<file path="src/rtl/mem_stage_if.sv">
// Data-memory bus used by mem_stage: a valid/ready request channel and a
// valid-only response channel (read data or write acknowledge).
interface mem_stage_if #(
   parameter int ADDR_WIDTH = 64,
   parameter int DATA_WIDTH = 64
);
   logic                      mem_req_valid;
   logic                      mem_req_ready;
   logic [ADDR_WIDTH-1:0]     mem_req_addr;
   logic                      mem_req_we;
   logic [DATA_WIDTH-1:0]     mem_req_wdata;
   logic [DATA_WIDTH/8-1:0]   mem_req_wstrb;
   logic                      mem_resp_valid;
   logic [DATA_WIDTH-1:0]     mem_resp_data;

   modport master (
      output mem_req_valid, mem_req_addr, mem_req_we, mem_req_wdata, mem_req_wstrb,
      input  mem_req_ready, mem_resp_valid, mem_resp_data
   );

   modport slave (
      input  mem_req_valid, mem_req_addr, mem_req_we, mem_req_wdata, mem_req_wstrb,
      output mem_req_ready, mem_resp_valid, mem_resp_data
   );
endinterface

</file>
<file path="src/rtl/mem_stage.sv">
// RV64 memory-access stage: issues load/store bus requests, formats load data,
// stalls upstream while an access is outstanding. Optional macro: MISALIGN_TRAP_EN.
module mem_stage #(
   parameter int DATA_WIDTH   = 64,
   parameter int ADDR_WIDTH   = 64,
   parameter int REG_ID_WIDTH = 5
) (
   input  logic                    clk,
   input  logic                    reset,
   input  logic                    ex_valid,
   input  logic                    flush_in,
   input  logic [DATA_WIDTH-1:0]   alu_in,
   input  logic [DATA_WIDTH-1:0]   store_data_in,
   input  logic [REG_ID_WIDTH-1:0] dest_in,
   input  logic                    mem_read_in,
   input  logic                    mem_write_in,
   input  logic [2:0]              funct3_in,
   input  logic [1:0]              wb_control_in,
   output logic                    stall_out,
   mem_stage_if.master             bus,
   output logic                    wb_valid,
   output logic [DATA_WIDTH-1:0]   alu_out,
   output logic [DATA_WIDTH-1:0]   mem_data_out,
   output logic [REG_ID_WIDTH-1:0] dest_out,
   output logic [1:0]              wb_control_out
`ifdef MISALIGN_TRAP_EN
   ,
   output logic                    misalign_out
`endif
);

   typedef enum logic [2:0] {
      S_IDLE  = 3'd0,
      S_REQ   = 3'd1,
      S_WAIT  = 3'd2,
      S_DONE  = 3'd3,
      S_DRAIN = 3'd4
   } state_t;

   state_t                  r_state;
   logic [ADDR_WIDTH-1:0]   r_addr;
   logic [2:0]              r_off;
   logic [2:0]              r_funct3;
   logic                    r_we;
   logic [DATA_WIDTH/8-1:0] r_wstrb;
   logic [DATA_WIDTH-1:0]   r_wdata;
   logic [DATA_WIDTH-1:0]   r_mem_data;
   logic                    r_misalign;

   logic                    w_mop;
   logic                    w_misalign;
   logic                    w_wb_valid;
   logic [DATA_WIDTH/8-1:0] w_size_mask;
   logic [DATA_WIDTH/8-1:0] w_strb;
   logic [DATA_WIDTH-1:0]   w_wdata;

   // Shift the captured doubleword down to the accessed byte, then size/sign-extend.
   function automatic logic [63:0] fmt_load(input logic [63:0] word,
                                            input logic [2:0]  off,
                                            input logic [2:0]  f3);
      logic [63:0] sh;
      sh = word >> {off, 3'b000};
      case (f3)
         3'b000:  return {{56{sh[7]}}, sh[7:0]};
         3'b100:  return {56'd0, sh[7:0]};
         3'b001:  return {{48{sh[15]}}, sh[15:0]};
         3'b101:  return {48'd0, sh[15:0]};
         3'b010:  return {{32{sh[31]}}, sh[31:0]};
         3'b110:  return {32'd0, sh[31:0]};
         default: return sh;
      endcase
   endfunction

   assign w_mop   = ex_valid & (mem_read_in | mem_write_in);
   assign w_strb  = w_size_mask << alu_in[2:0];
   assign w_wdata = store_data_in << {alu_in[2:0], 3'b000};

   always_comb begin
      w_size_mask = 8'hFF;
      case (funct3_in[1:0])
         2'b00:   w_size_mask = 8'h01;
         2'b01:   w_size_mask = 8'h03;
         2'b10:   w_size_mask = 8'h0F;
         default: w_size_mask = 8'hFF;
      endcase
   end

`ifdef MISALIGN_TRAP_EN
   always_comb begin
      w_misalign = 1'b0;
      case (funct3_in[1:0])
         2'b01:   w_misalign = alu_in[0];
         2'b10:   w_misalign = |alu_in[1:0];
         2'b11:   w_misalign = |alu_in[2:0];
         default: w_misalign = 1'b0;
      endcase
   end
   assign misalign_out = r_misalign;
`else
   assign w_misalign = 1'b0;
`endif

   // Non-mops also pass through while draining, since stall_out does not hold them.
   always_comb begin
      w_wb_valid = 1'b0;
      case (r_state)
         S_IDLE, S_DRAIN: w_wb_valid = ex_valid & ~w_mop & ~flush_in;
         S_DONE:          w_wb_valid = r_misalign | ~flush_in;
         default:         w_wb_valid = 1'b0;
      endcase
   end

   assign wb_valid       = w_wb_valid;
   assign stall_out      = w_mop & (r_state != S_DONE);
   assign alu_out        = alu_in;
   assign dest_out       = dest_in;
   assign wb_control_out = {wb_control_in[1] & w_wb_valid & ~r_misalign, wb_control_in[0]};
   assign mem_data_out   = r_mem_data;

   assign bus.mem_req_valid = (r_state == S_REQ);
   assign bus.mem_req_addr  = r_addr;
   assign bus.mem_req_we    = r_we;
   assign bus.mem_req_wdata = r_wdata;
   assign bus.mem_req_wstrb = r_wstrb;

   // Access sequencer; request fields are captured once in IDLE and held until accepted.
   always_ff @(posedge clk) begin
      if (reset) begin
         r_state    <= S_IDLE;
         r_addr     <= {ADDR_WIDTH{1'b0}};
         r_off      <= 3'd0;
         r_funct3   <= 3'd0;
         r_we       <= 1'b0;
         r_wstrb    <= {(DATA_WIDTH/8){1'b0}};
         r_wdata    <= {DATA_WIDTH{1'b0}};
         r_mem_data <= {DATA_WIDTH{1'b0}};
         r_misalign <= 1'b0;
      end else begin
         case (r_state)
            S_IDLE: begin
               if (w_mop && !flush_in) begin
                  if (w_misalign) begin
                     r_misalign <= 1'b1;
                     r_state    <= S_DONE;
                  end else begin
                     r_addr   <= {alu_in[ADDR_WIDTH-1:3], 3'b000};
                     r_off    <= alu_in[2:0];
                     r_funct3 <= funct3_in;
                     r_we     <= mem_write_in;
                     r_wstrb  <= mem_write_in ? w_strb : {(DATA_WIDTH/8){1'b0}};
                     r_wdata  <= mem_write_in ? w_wdata : {DATA_WIDTH{1'b0}};
                     r_state  <= S_REQ;
                  end
               end else begin
                  r_state <= S_IDLE;
               end
            end
            S_REQ: begin
               // An accepted request owes a response even if flushed in the same cycle.
               if (bus.mem_req_ready) begin
                  r_state <= flush_in ? S_DRAIN : S_WAIT;
               end else if (flush_in) begin
                  r_state <= S_IDLE;
               end else begin
                  r_state <= S_REQ;
               end
            end
            S_WAIT: begin
               if (flush_in) begin
                  r_state <= bus.mem_resp_valid ? S_IDLE : S_DRAIN;
               end else if (bus.mem_resp_valid) begin
                  r_mem_data <= r_we ? 64'd0 : fmt_load(bus.mem_resp_data, r_off, r_funct3);
                  r_state    <= S_DONE;
               end else begin
                  r_state <= S_WAIT;
               end
            end
            S_DONE: begin
               r_mem_data <= {DATA_WIDTH{1'b0}};
               r_misalign <= 1'b0;
               r_state    <= S_IDLE;
            end
            S_DRAIN: begin
               r_state <= bus.mem_resp_valid ? S_IDLE : S_DRAIN;
            end
            default: begin
               r_state <= S_IDLE;
            end
         endcase
      end
   end

endmodule
</file>
<file path="src/flat_wrapper.sv">
// flat-port wrapper written by rule: the top's interface ports become plain ports
module mem_stage_flat 
#(
   parameter int DATA_WIDTH   = 64,
   parameter int ADDR_WIDTH   = 64,
   parameter int REG_ID_WIDTH = 5
)
  (clk, reset, ex_valid, flush_in, alu_in, store_data_in, dest_in, mem_read_in, mem_write_in, funct3_in, wb_control_in, stall_out, wb_valid, alu_out, mem_data_out, dest_out, wb_control_out, bus_mem_req_valid, bus_mem_req_addr, bus_mem_req_we, bus_mem_req_wdata, bus_mem_req_wstrb, bus_mem_req_ready, bus_mem_resp_valid, bus_mem_resp_data);
  mem_stage_if #(.ADDR_WIDTH(ADDR_WIDTH), .DATA_WIDTH(DATA_WIDTH)) bus_i ();
  input  logic clk;
  input  logic reset;
  input  logic ex_valid;
  input  logic flush_in;
  input  logic [DATA_WIDTH-1:0] alu_in;
  input  logic [DATA_WIDTH-1:0] store_data_in;
  input  logic [REG_ID_WIDTH-1:0] dest_in;
  input  logic mem_read_in;
  input  logic mem_write_in;
  input  logic [2:0] funct3_in;
  input  logic [1:0] wb_control_in;
  output logic stall_out;
  output logic wb_valid;
  output logic [DATA_WIDTH-1:0] alu_out;
  output logic [DATA_WIDTH-1:0] mem_data_out;
  output logic [REG_ID_WIDTH-1:0] dest_out;
  output logic [1:0] wb_control_out;
  output wire logic [$bits(bus_i.mem_req_valid)-1:0] bus_mem_req_valid;
  output wire logic [$bits(bus_i.mem_req_addr)-1:0] bus_mem_req_addr;
  output wire logic [$bits(bus_i.mem_req_we)-1:0] bus_mem_req_we;
  output wire logic [$bits(bus_i.mem_req_wdata)-1:0] bus_mem_req_wdata;
  output wire logic [$bits(bus_i.mem_req_wstrb)-1:0] bus_mem_req_wstrb;
  input wire logic [$bits(bus_i.mem_req_ready)-1:0] bus_mem_req_ready;
  input wire logic [$bits(bus_i.mem_resp_valid)-1:0] bus_mem_resp_valid;
  input wire logic [$bits(bus_i.mem_resp_data)-1:0] bus_mem_resp_data;
  assign bus_mem_req_valid = bus_i.mem_req_valid;
  assign bus_mem_req_addr = bus_i.mem_req_addr;
  assign bus_mem_req_we = bus_i.mem_req_we;
  assign bus_mem_req_wdata = bus_i.mem_req_wdata;
  assign bus_mem_req_wstrb = bus_i.mem_req_wstrb;
  assign bus_i.mem_req_ready = bus_mem_req_ready;
  assign bus_i.mem_resp_valid = bus_mem_resp_valid;
  assign bus_i.mem_resp_data = bus_mem_resp_data;
  mem_stage #(.DATA_WIDTH(DATA_WIDTH), .ADDR_WIDTH(ADDR_WIDTH), .REG_ID_WIDTH(REG_ID_WIDTH)) u_core (.clk(clk), .reset(reset), .ex_valid(ex_valid), .flush_in(flush_in), .alu_in(alu_in), .store_data_in(store_data_in), .dest_in(dest_in), .mem_read_in(mem_read_in), .mem_write_in(mem_write_in), .funct3_in(funct3_in), .wb_control_in(wb_control_in), .stall_out(stall_out), .bus(bus_i), .wb_valid(wb_valid), .alu_out(alu_out), .mem_data_out(mem_data_out), .dest_out(dest_out), .wb_control_out(wb_control_out));
endmodule
</file>
<file path="config.mk">
export PLATFORM = sky130hd
export DESIGN_NAME = mem_stage_flat
export DESIGN_NICKNAME = d
export VERILOG_FILES = /design/src/rtl/mem_stage_if.sv /design/src/rtl/mem_stage.sv /design/src/flat_wrapper.sv
export SDC_FILE = /design/constraint.sdc
export NUM_CORES = 1
export LEC_CHECK = 0
export CAP_MARGIN = 20
export CELL_PAD_IN_SITES_DETAIL_PLACEMENT = 1
export CELL_PAD_IN_SITES_GLOBAL_PLACEMENT = 2
export CORE_MARGIN = 2
export CORE_UTILIZATION = 24
export DETAILED_ROUTE_END_ITERATION = 10
export PLACE_DENSITY_LB_ADDON = 0.1
export REMOVE_ABC_BUFFERS = 1
export SLEW_MARGIN = 30
export SYNTH_ARGS = -nofsm -noshare
export SYNTH_HDL_FRONTEND = slang
export SYNTH_SLANG_ARGS = --single-unit
</file>
<file path="constraint.sdc">
create_clock -name clk -period 2.6 [get_ports clk]
set_input_delay 0.52 -clock clk [delete_from_list [all_inputs] [get_ports clk]]
set_output_delay 0.52 -clock clk [all_outputs]
set_load 0.02 [all_outputs]
</file>
== Word-level counts from Yosys, hierarchy flattened ==
Cells that the tools add are included.

* Equal/unequal tests: 14
* Shift operators: 3
* Multiplexer cells: 17
* Bitwise gates (word level): 8
* Reduce and logical (&&, ||, !) cells: 9

{| class="wikitable"
|+ Operator list
! cell !! number
|-
| $pmux 64 s6 || 1
|-
| $mux 64 || 4
|-
| $pmux 64 s2 || 1
|-
| $shl 64x6->64 || 1
|-
| $shr 64x6->64 || 1
|-
| $pmux 8 s3 || 1
|-
| $eq 3x3->1 const B || 4
|-
| $mux 3 || 4
|-
| $pmux 3 s4 || 1
|-
| $eq 3x2->1 const B || 3
|-
| $mux 8 || 1
|-
| $shl 8x3->8 || 1
|-
| $eq 3x1->1 const B || 2
|-
| $logic_not 3->1 || 2
|-
| $and 1x1->1 || 5
|-
| $ne 2x2->1 const B || 2
|-
| $mux 1 || 3
|-
| $ne 3x2->1 const B || 1
|-
| $reduce_and 3->1 || 1
|-
| $eq 2x1->1 const B || 1
|-
| $eq 2x2->1 const B || 1
|-
| $logic_not 2->1 || 1
|-
| $not 1->1 || 2
|-
| $pmux 1 s2 || 1
|-
| other kinds (6) || 6
|}

* Register bits: 207
* Input bits: 210
* Output and inout bits: 275
* Word-level logic and storage cells: 59

== Logic depth before layout (Yosys ltp) ==
Gate-level depths: netlist (run 1).

* Word-level depth: 7
* Mapped depth: 9
* Mapped depth without buffers: 5

== Least setup slack after synthesis (run 1) ==
OpenSTA, ideal clock, no wires.

* Kind: in2reg
* From: in alu_in[1]
* To: reg u_core.r_wdata[63], in the netlist u_core.bus.mem_req_wdata[63]
* Setup time: 128 ps
* Arrival time: 2071 ps
* Required time: 2472 ps
* Setup slack: 402 ps
* Cell stages on the path: 6
* Buffers on the path: 2
* Cells stage by stage: clkbuf_1 clkbuf_1 mux2_2 mux4_2 a22oi_1 nor2_1

* Word-level cells in the longest chain between the ends: 2

{| class="wikitable"
|+ Ends and longest elaborated chain
! element !! line !! text
|-
| start: declaration || flat_wrapper.sv:14 || <nowiki>input logic [DATA_WIDTH-1:0] alu_in;</nowiki>
|-
| $shl 64x6->64 || mem_stage.sv:76 || <nowiki>assign w_wdata = store_data_in << {alu_in[2:0], 3'b000};</nowiki>
|-
| $mux 64 || mem_stage.sv:151 || <nowiki>r_wdata <= mem_write_in ? w_wdata : {DATA_WIDTH{1'b0}};</nowiki>
|-
| end signal: assignment || mem_stage.sv:135 || <nowiki>r_wdata <= {DATA_WIDTH{1'b0}};</nowiki>
|-
| end signal: assignment || mem_stage.sv:151 ||
|-
| end: declaration || mem_stage.sv:46 || <nowiki>logic [DATA_WIDTH-1:0] r_wdata;</nowiki>
|}

No other way between the ends.
A chain may end at the register's enable or synchronous reset.

== Final worst setup path (run 1) ==
* From: reg u_core.r_state[0]
* To: out bus_mem_req_valid

* Word-level cells in the longest chain between the ends: 1

{| class="wikitable"
|+ Ends and longest elaborated chain
! element !! line !! text
|-
| start: declaration || mem_stage.sv:40 || <nowiki>state_t r_state;</nowiki>
|-
| start signal: assignment || mem_stage.sv:161 || <nowiki>r_state <= flush_in ? S_DRAIN : S_WAIT;</nowiki>
|-
| start signal: assignment || mem_stage.sv:170 || <nowiki>r_state <= bus.mem_resp_valid ? S_IDLE : S_DRAIN;</nowiki>
|-
| start signal: assignment || mem_stage.sv:184 || <nowiki>r_state <= bus.mem_resp_valid ? S_IDLE : S_DRAIN;</nowiki>
|-
| $eq 3x1->1 || mem_stage.sv:120 || <nowiki>assign bus.mem_req_valid = (r_state == S_REQ);</nowiki>
|-
| end: declaration || flat_wrapper.sv:27 || <nowiki>output wire logic [$bits(bus_i.mem_req_valid)-1:0] bus_mem_req_valid;</nowiki>
|}

No other way between the ends.

==> results of run 1 <==
synth_stat cells (15+ instances only):
master,count,area share [%]
nand2_1,242,8.1
o21ai_2,20,1.6
o21ai_0,54,2.4
clkbuf_1,81,2.7
mux4_2,24,4.8
mux2i_1,64,5.7
mux2_2,63,6.3
buf_4,74,4.9
nor2_1,132,4.4
nor2b_1,19,1.1
nor3_1,15,0.67
a21oi_1,137,6.1
buf_2,16,0.71
dfxtp_1,207,37
a22oi_1,53,3.5
where the power goes:
| part | internal, W | switching (W) | leakage, nW |
|---|---|---|---|
| combinational | 0.000896 | 0.000945 | 4.07 |
| sequential | 0.00325 | 0.0000503 | 1.68 |
| clock | 0.00226 | 0.00149 | 0.437 |
critical path, delay by kind of cell (launching register included):
family	cells	cell delay [ns]
buffers and inverters	2	0.85
flip-flops	1	0.34
AND/OR/NAND/NOR	1	0.23
placed cells by master, fill, tap and decap left out, types with 15 or more instances in the layout:
cell type        instances
nand2_1                242
mux2_2                  63
clkdlybuf4s50_1        462
nor3_1                  15
mux2i_1                 64
nor2_1                 131
clkbuf_16               27
a22oi_1                 53
o21ai_0                 54
mux4_2                  24
dfxtp_1                205
buf_4                   72
a21oi_1                137
nor2b_1                 16
o21ai_2                 20
cell families (layout without fill, tap and decap cells):
family          count (synthesis)  count (layout)  synth area share (%)
buf+inv                       189             605                  9.15
simple gates                  463             463                  17.4
mux                           154             154                  17.2
flops                         207             207                  36.8
other cells                     1               3                0.0333
compound gates                343             343                  19.4
final timing paths:
check / slack [ns] / start / end
setup / recovery: 0.12 / u_core.r_state[0] / bus_mem_req_valid
hold / removal: 0.25 / reset / u_core.mem_data_out[7]
setup reg to reg: 0.29 / u_core.r_off[2] / u_core.mem_data_out[9]
hold reg to reg: 0.44 / u_core.mem_data_out[32] / u_core.mem_data_out[32]
through the flow:
step | std cells | utilization (%) | setup WS [ns] | area (um2) | TNS (ns)
finish | 2382 | 37.3 | 0.122 | 17400 | 0
global placement | 2332 | 35.4 | -0.241 | 16500 | -6.14
floorplan | 1174 | - | -1.43 | 10200 | -225.44
detailed placement | 2332 | 35.4 | -0.256 | 16500 | -7.36
global route | 2382 | 37.3 | 0.000961 | 17400 | 0
CTS | 2382 | 37.4 | 0.00895 | 17400 | 0
per-layer routing:
layer	vias up	share of wire, %	GRT usage (%)	wire (um)
met4	4	2.1	4.36	1060
met1	5518	43	24.8	21300
met5	-	0.052	0	26
met3	56	7.0	4.84	3500
met2	324	48	33.5	23800
li1	5488	-	-	-
final cells by class:
cell class | count | share of cell area [%]
Tap cell | 607 | 4.38
Sequential cell | 207 | 23.9
Clock inverter | 6 | 0.353
Inverter | 4 | 0.0865
Timing Repair Buffer | 551 | 31.3
Clock buffer | 44 | 4.78
Multi-Input combinational cell | 963 | 35.2
repair_timing:
action                                  CTS  global route
endpoints found under the setup margin    3             6
pin swaps                                 0             0
resized for setup                         3             5
sequential cells by signal, summed over array words and instances, names as in the netlist:
signal,cells
u_core.bus.mem_req_addr,61
u_core.bus.mem_req_wdata,64
u_core.r_funct3,3
u_core.r_off,3
u_core.mem_data_out,64
u_core.bus.mem_req_wstrb,8
u_core.r_state,3
u_core.bus.mem_req_we,1
==> summary.md, run 1 <==
| Metric | Value |
|---|---|
| Initial antenna violation count | 2 |
| Die Span X | roughly 220 um |
| Leakage | 6.18 nW |
| Synthesized area | 11200 um2 |
| Post-layout min period | 2.48 ns |
| Largest stage delay on the critical path | 0.66 ns |
| DRT Pass-1 Iters | 4 |
| CTS buffer count | 27 |
| Number of fill cells | 5391 |
| Post-Syn Instances | 1357 |
| Main flop type after synthesis | dfxtp_1 |
| Nature of the critical path endpoint | primary output |
| Clock Tree Root | clkbuf_16 |
| TritonCTS clock tree | yes |
| Setup-failing EPs final | 0 |
| Largest net degree at the start of global routing | 145 |
| DR DRC count | 0 |
| Power per cell area | 513 nW/um2 |
| H-tree depth | 1 |
| Grt ovf | 0 |
| Synth cell types | 53 |
| Max Freq | 404 MHz |
| Core box area | approximately 46000 um2 |
| Register-to-Register Path Depth | 6 |
| Layout cells sized above 1 | 14.4% |
| Final WL | 49.7 mm |
| Nets | approximately 2000 |
| Post-synth EDFFs | 0 |
| Mean Syn Cell Area | 8.29 um2 |
| Final hold slack | 0.248 ns |
| Antenna cell count | 0 |
| Min-Delay Path Depth | 2 |
| WS Path Type | register to primary output |
| Pwr Total | 0.00889 W |
| Vias in the first global route | 11594 |
| Area taken by flip-flops and latches | 4150 um2 |
| Final ANT Viol Nets | 0 |
| Die ar. | 48600 um2 |
| Global-route wire length before repair | 73.0 mm |
| Slew @ Worst Pin | 0.971 ns |
| Async SR Flop Fraction | 0% |
| Crit path max fanout | 12 |
| Layout area overhead | 54.2% |
| Gr usage total | about a fifth |
| Worst ir drop on vdd | 0.000300 V |
| Core Rows | 79 |
| RSZ-0062 raised after global routing | no |
| Vert. Die Dim | 221 um |
| Gpl congestion | 0.802 |
| Worst-path cell chain | buf_4, nor3b_1, clkdlybuf4s50_1 |
| CP max stage cell | clkdlybuf4s50_1 |
| Hold Path Class | primary input to register |
| Worst-path clk slew | about 0.06 ns |
| DP HPWL | 38.0 mm |
| Final period util | between 90% and 100% |
| Max-Cap Viols | 0 |
| Data arrival, critical path | around 2 ns |
| Synth Register Bits | 207 |
| Hold Fails Final Rpt | 0 |
| IO Count | slightly below 500 |
| CTS Buffer Depth | 3 |
| Seq/Total Area, Yosys | a little under two fifths |
| Setup Fix Bufs, Post-CTS | 0 |
| Vias | 11390 |
| Final Max Tran Viols | 0 |
| Slew margin rel. | 35.1% |
| Crit path required time | roughly 2.1 ns |
| Synth warnings | 0 |
| Worst skew pair latency | roughly 0.56 ns |
| Multi-input gate area | 6110 um2 |
| Port bufs | between 400 and 500 |
| Status | finished clean |
| Routed len/inst | 20.9 um |
| Post-CTS Hold Buffers | 0 |
| Worst Setup Start Kind | register |
| Worst Skew | 0.0181 ns |
| Initial core utilization | 24.2% |
| 1st-iter DRT viols | 500 |
| Via density | 4.78 |
| Clk sink count | just over 200 |
(Power assumes the default switching activity.)
==> inputs of run 2 (changes only) <==
--- a/config.mk
+++ b/config.mk
@@ -11,6 +11,7 @@
 export CORE_MARGIN = 2
 export CORE_UTILIZATION = 24
 export DETAILED_ROUTE_END_ITERATION = 10
+export GPL_TIMING_DRIVEN = 0
 export PLACE_DENSITY_LB_ADDON = 0.1
 export REMOVE_ABC_BUFFERS = 1
 export SLEW_MARGIN = 30
==> summary.md, run 2 (synthesis gave the netlist of run 1 again) <==
| Metric | Value |
|---|---|
| Clk sink count | 207 (unchanged) |
| Nets | 1906 (-3.0%) |
| Routed len/inst | 21.2 um (+1.6%) |
| Highest metal used | met5 |
| Final period util | 94.8% (-0.53 points) |
| Port bufs | 469 (unchanged) |
| Vert. Die Dim | 221 um (unchanged) |
| Worst ir drop on vdd | 0.000410 V (+37%) |
| Setup-failing EPs final | 0 (unchanged) |
| Die ar. | 48600 um2 (unchanged) |
| Final ANT Viol Nets | 0 (unchanged) |
| Worst-path clk slew | 0.06 ns (about the same) |
| WS Path Type | primary input to primary output |
| Final hold slack | 0.367 ns (+0.119 ns) |
| Vias | 11210 (-1.6%) |
| Gpl congestion | 0.789 (-1.6%) |
| Crit path max fanout | 4 (-8) |
| Hold Fails Final Rpt | 0 (unchanged) |
| Met2 wire length | 23.6 mm (-1.2%) |
| Post-layout min period | 2.46 ns (-0.0137 ns) |
| Nature of the critical path endpoint | primary output |
| CTS buffer count | 28 (+3.7%) |
| Core Rows | 79 (unchanged) |
| Layout area overhead | 53.7% |
| CTS Buffer Depth | 3 (unchanged) |
| Slew @ Worst Pin | 0.844 ns (-0.126 ns) |
| Global-route wire length before repair | 72.5 mm (-0.68%) |
| Via density | 4.82 (+0.88%) |
| Data arrival, critical path | 1.94 ns (-0.02 ns) |
| Final Max Tran Viols | 0 (unchanged) |
| 1st-iter DRT viols | 506 (+1.2%) |
| Core box area | 46500 um2 (unchanged) |
| Pwr Total | 0.00904 W (+1.6%) |
| Setup ws final | 0.136 ns (+0.0137 ns) |
| Multi-input gate area | 6210 um2 (+1.6%) |
| Die Span X | 221 um (unchanged) |
| Slew margin rel. | 43.6% (+8.5 points) |
| Max Freq | 406 MHz (+0.55%) |
| Leakage | 6.02 nW (-2.6%) |
| Pre-CTS WS | -0.666 ns (-0.411 ns) |
| DR DRC count | 0 (unchanged) |
| Worst Setup Start Kind | primary input |
| Largest net degree at the start of global routing | 94 (-35%) |
| Layout cells sized above 1 | 12.7% (-1.7 points) |
| Finished Cell Area | 17300 um2 (-0.35%) |
| RSZ-0062 raised after global routing | no |
| R2r setup slk | 0.14 ns (-0.15 ns) |
| Power per cell area | 523 nW/um2 (+2.0%) |
| Worst skew pair latency | 0.55 ns (about the same) |
| Final WL | 49.3 mm (-0.89%) |
| Crit path required time | 2.08 ns (about the same) |
| Area taken by flip-flops and latches | 4160 um2 (+0.30%) |
| Gr usage total | 19.4% (-0.12 points) |
| Vias in the first global route | 11452 (-1.2%) |
| H-tree depth | 1 (unchanged) |
| Cell Area, Placed | 16200 um2 (-1.7%) |
| Initial core utilization | 24.2% (unchanged) |
| Most common cell after layout, fill and taps aside | clkdlybuf4s50_1 |
| IO Count | 485 (unchanged) |
| TritonCTS clock tree | yes |
| DP HPWL | 36.1 mm (-5.1%) |
| Met1 WL | 21.3 mm (about the same) |
| Accumulated negative setup slack | 0 ns (unchanged) |
| Max-Cap Viols | 0 (unchanged) |
| Number of fill cells | 5386 (-0.093%) |
| Clock Tree Root | clkbuf_16 |
| Initial antenna violation count | 1 (-1) |
| Most frequent cells in the layout | clkdlybuf4s50_1 (461), nand2_1 (241), dfxtp_1 (201), a21oi_1 (137), nor2_1 (126) |
| Status | finished clean |
| Hold Path Class | primary input to register |
| Wire length on met3 | 3.57 mm (+2.0%) |
| DRT Pass-1 Iters | 4 (unchanged) |
| Worst Skew | 0.0122 ns (-0.00586 ns) |
| Grt ovf | 0 (unchanged) |
run 2: changes by cell type in the layout (fill, tap and decap cells not counted), moves of 5 or more:
cell | previous run | this run
buf_4 | 72 | 3
buf_16 | 0 | 14
buf_12 | 11 | 2
buf_8 | 0 | 5
nor2_1 | 131 | 126
run 2: critical path, cell delays in order:
cell	delay, ns
clkdlybuf4s50_1	0.42
o21ai_0	0.50
a21oi_1	0.14
dlygate4sd2_1	0.36
run 2: power breakdown:
part           internal [W]  total, W  switching [W]
clock               0.00239   0.00392        0.00153
combinational      0.000878   0.00181       0.000930
sequential          0.00325   0.00331      0.0000596
run 2: timing repair:
action / CTS / global route
endpoints found under the setup margin: 64 / 52
hold buffers: 0 / 0
resized for setup: 13 / 11
buffers inserted: 4 / 0
cloned: 1 / 1
pin swaps: 1 / 0
run 2: through the flow:
step	cells	util, %
floorplan	1174	-
global placement	2250	33.8
detailed placement	2267	34.8
CTS	2322	37.1
global route	2323	37.2
finish	2324	37.2
run 2: cell type report:
class,count,area share [%]
clock buffers,39,4.76
repair buffers,491,30.1
well taps,607,4.39
inverters,4,0.0868
clock inverters,11,0.637
multi-input cells,964,35.9
diodes,1,0.0145
flip-flops and latches,207,24.1
run 2: per-layer routing:
layer / track usage [%] / vias up
met2: 33.1 / 311
li1: - / 5387
met5: 0 / -
met1: 24.8 / 5459
met3: 5.24 / 51
met4: 3.67 / 2
run 2: final timing paths:
check                                        startpoint                 endpoint  cells past startpoint
worst max-delay path                        mem_read_in                stall_out                      4
worst min-delay path                          alu_in[1]          u_core.r_off[1]                      3
worst max register to register          u_core.r_off[2]  u_core.mem_data_out[63]                      7
worst min register to register  u_core.mem_data_out[32]  u_core.mem_data_out[32]                      2
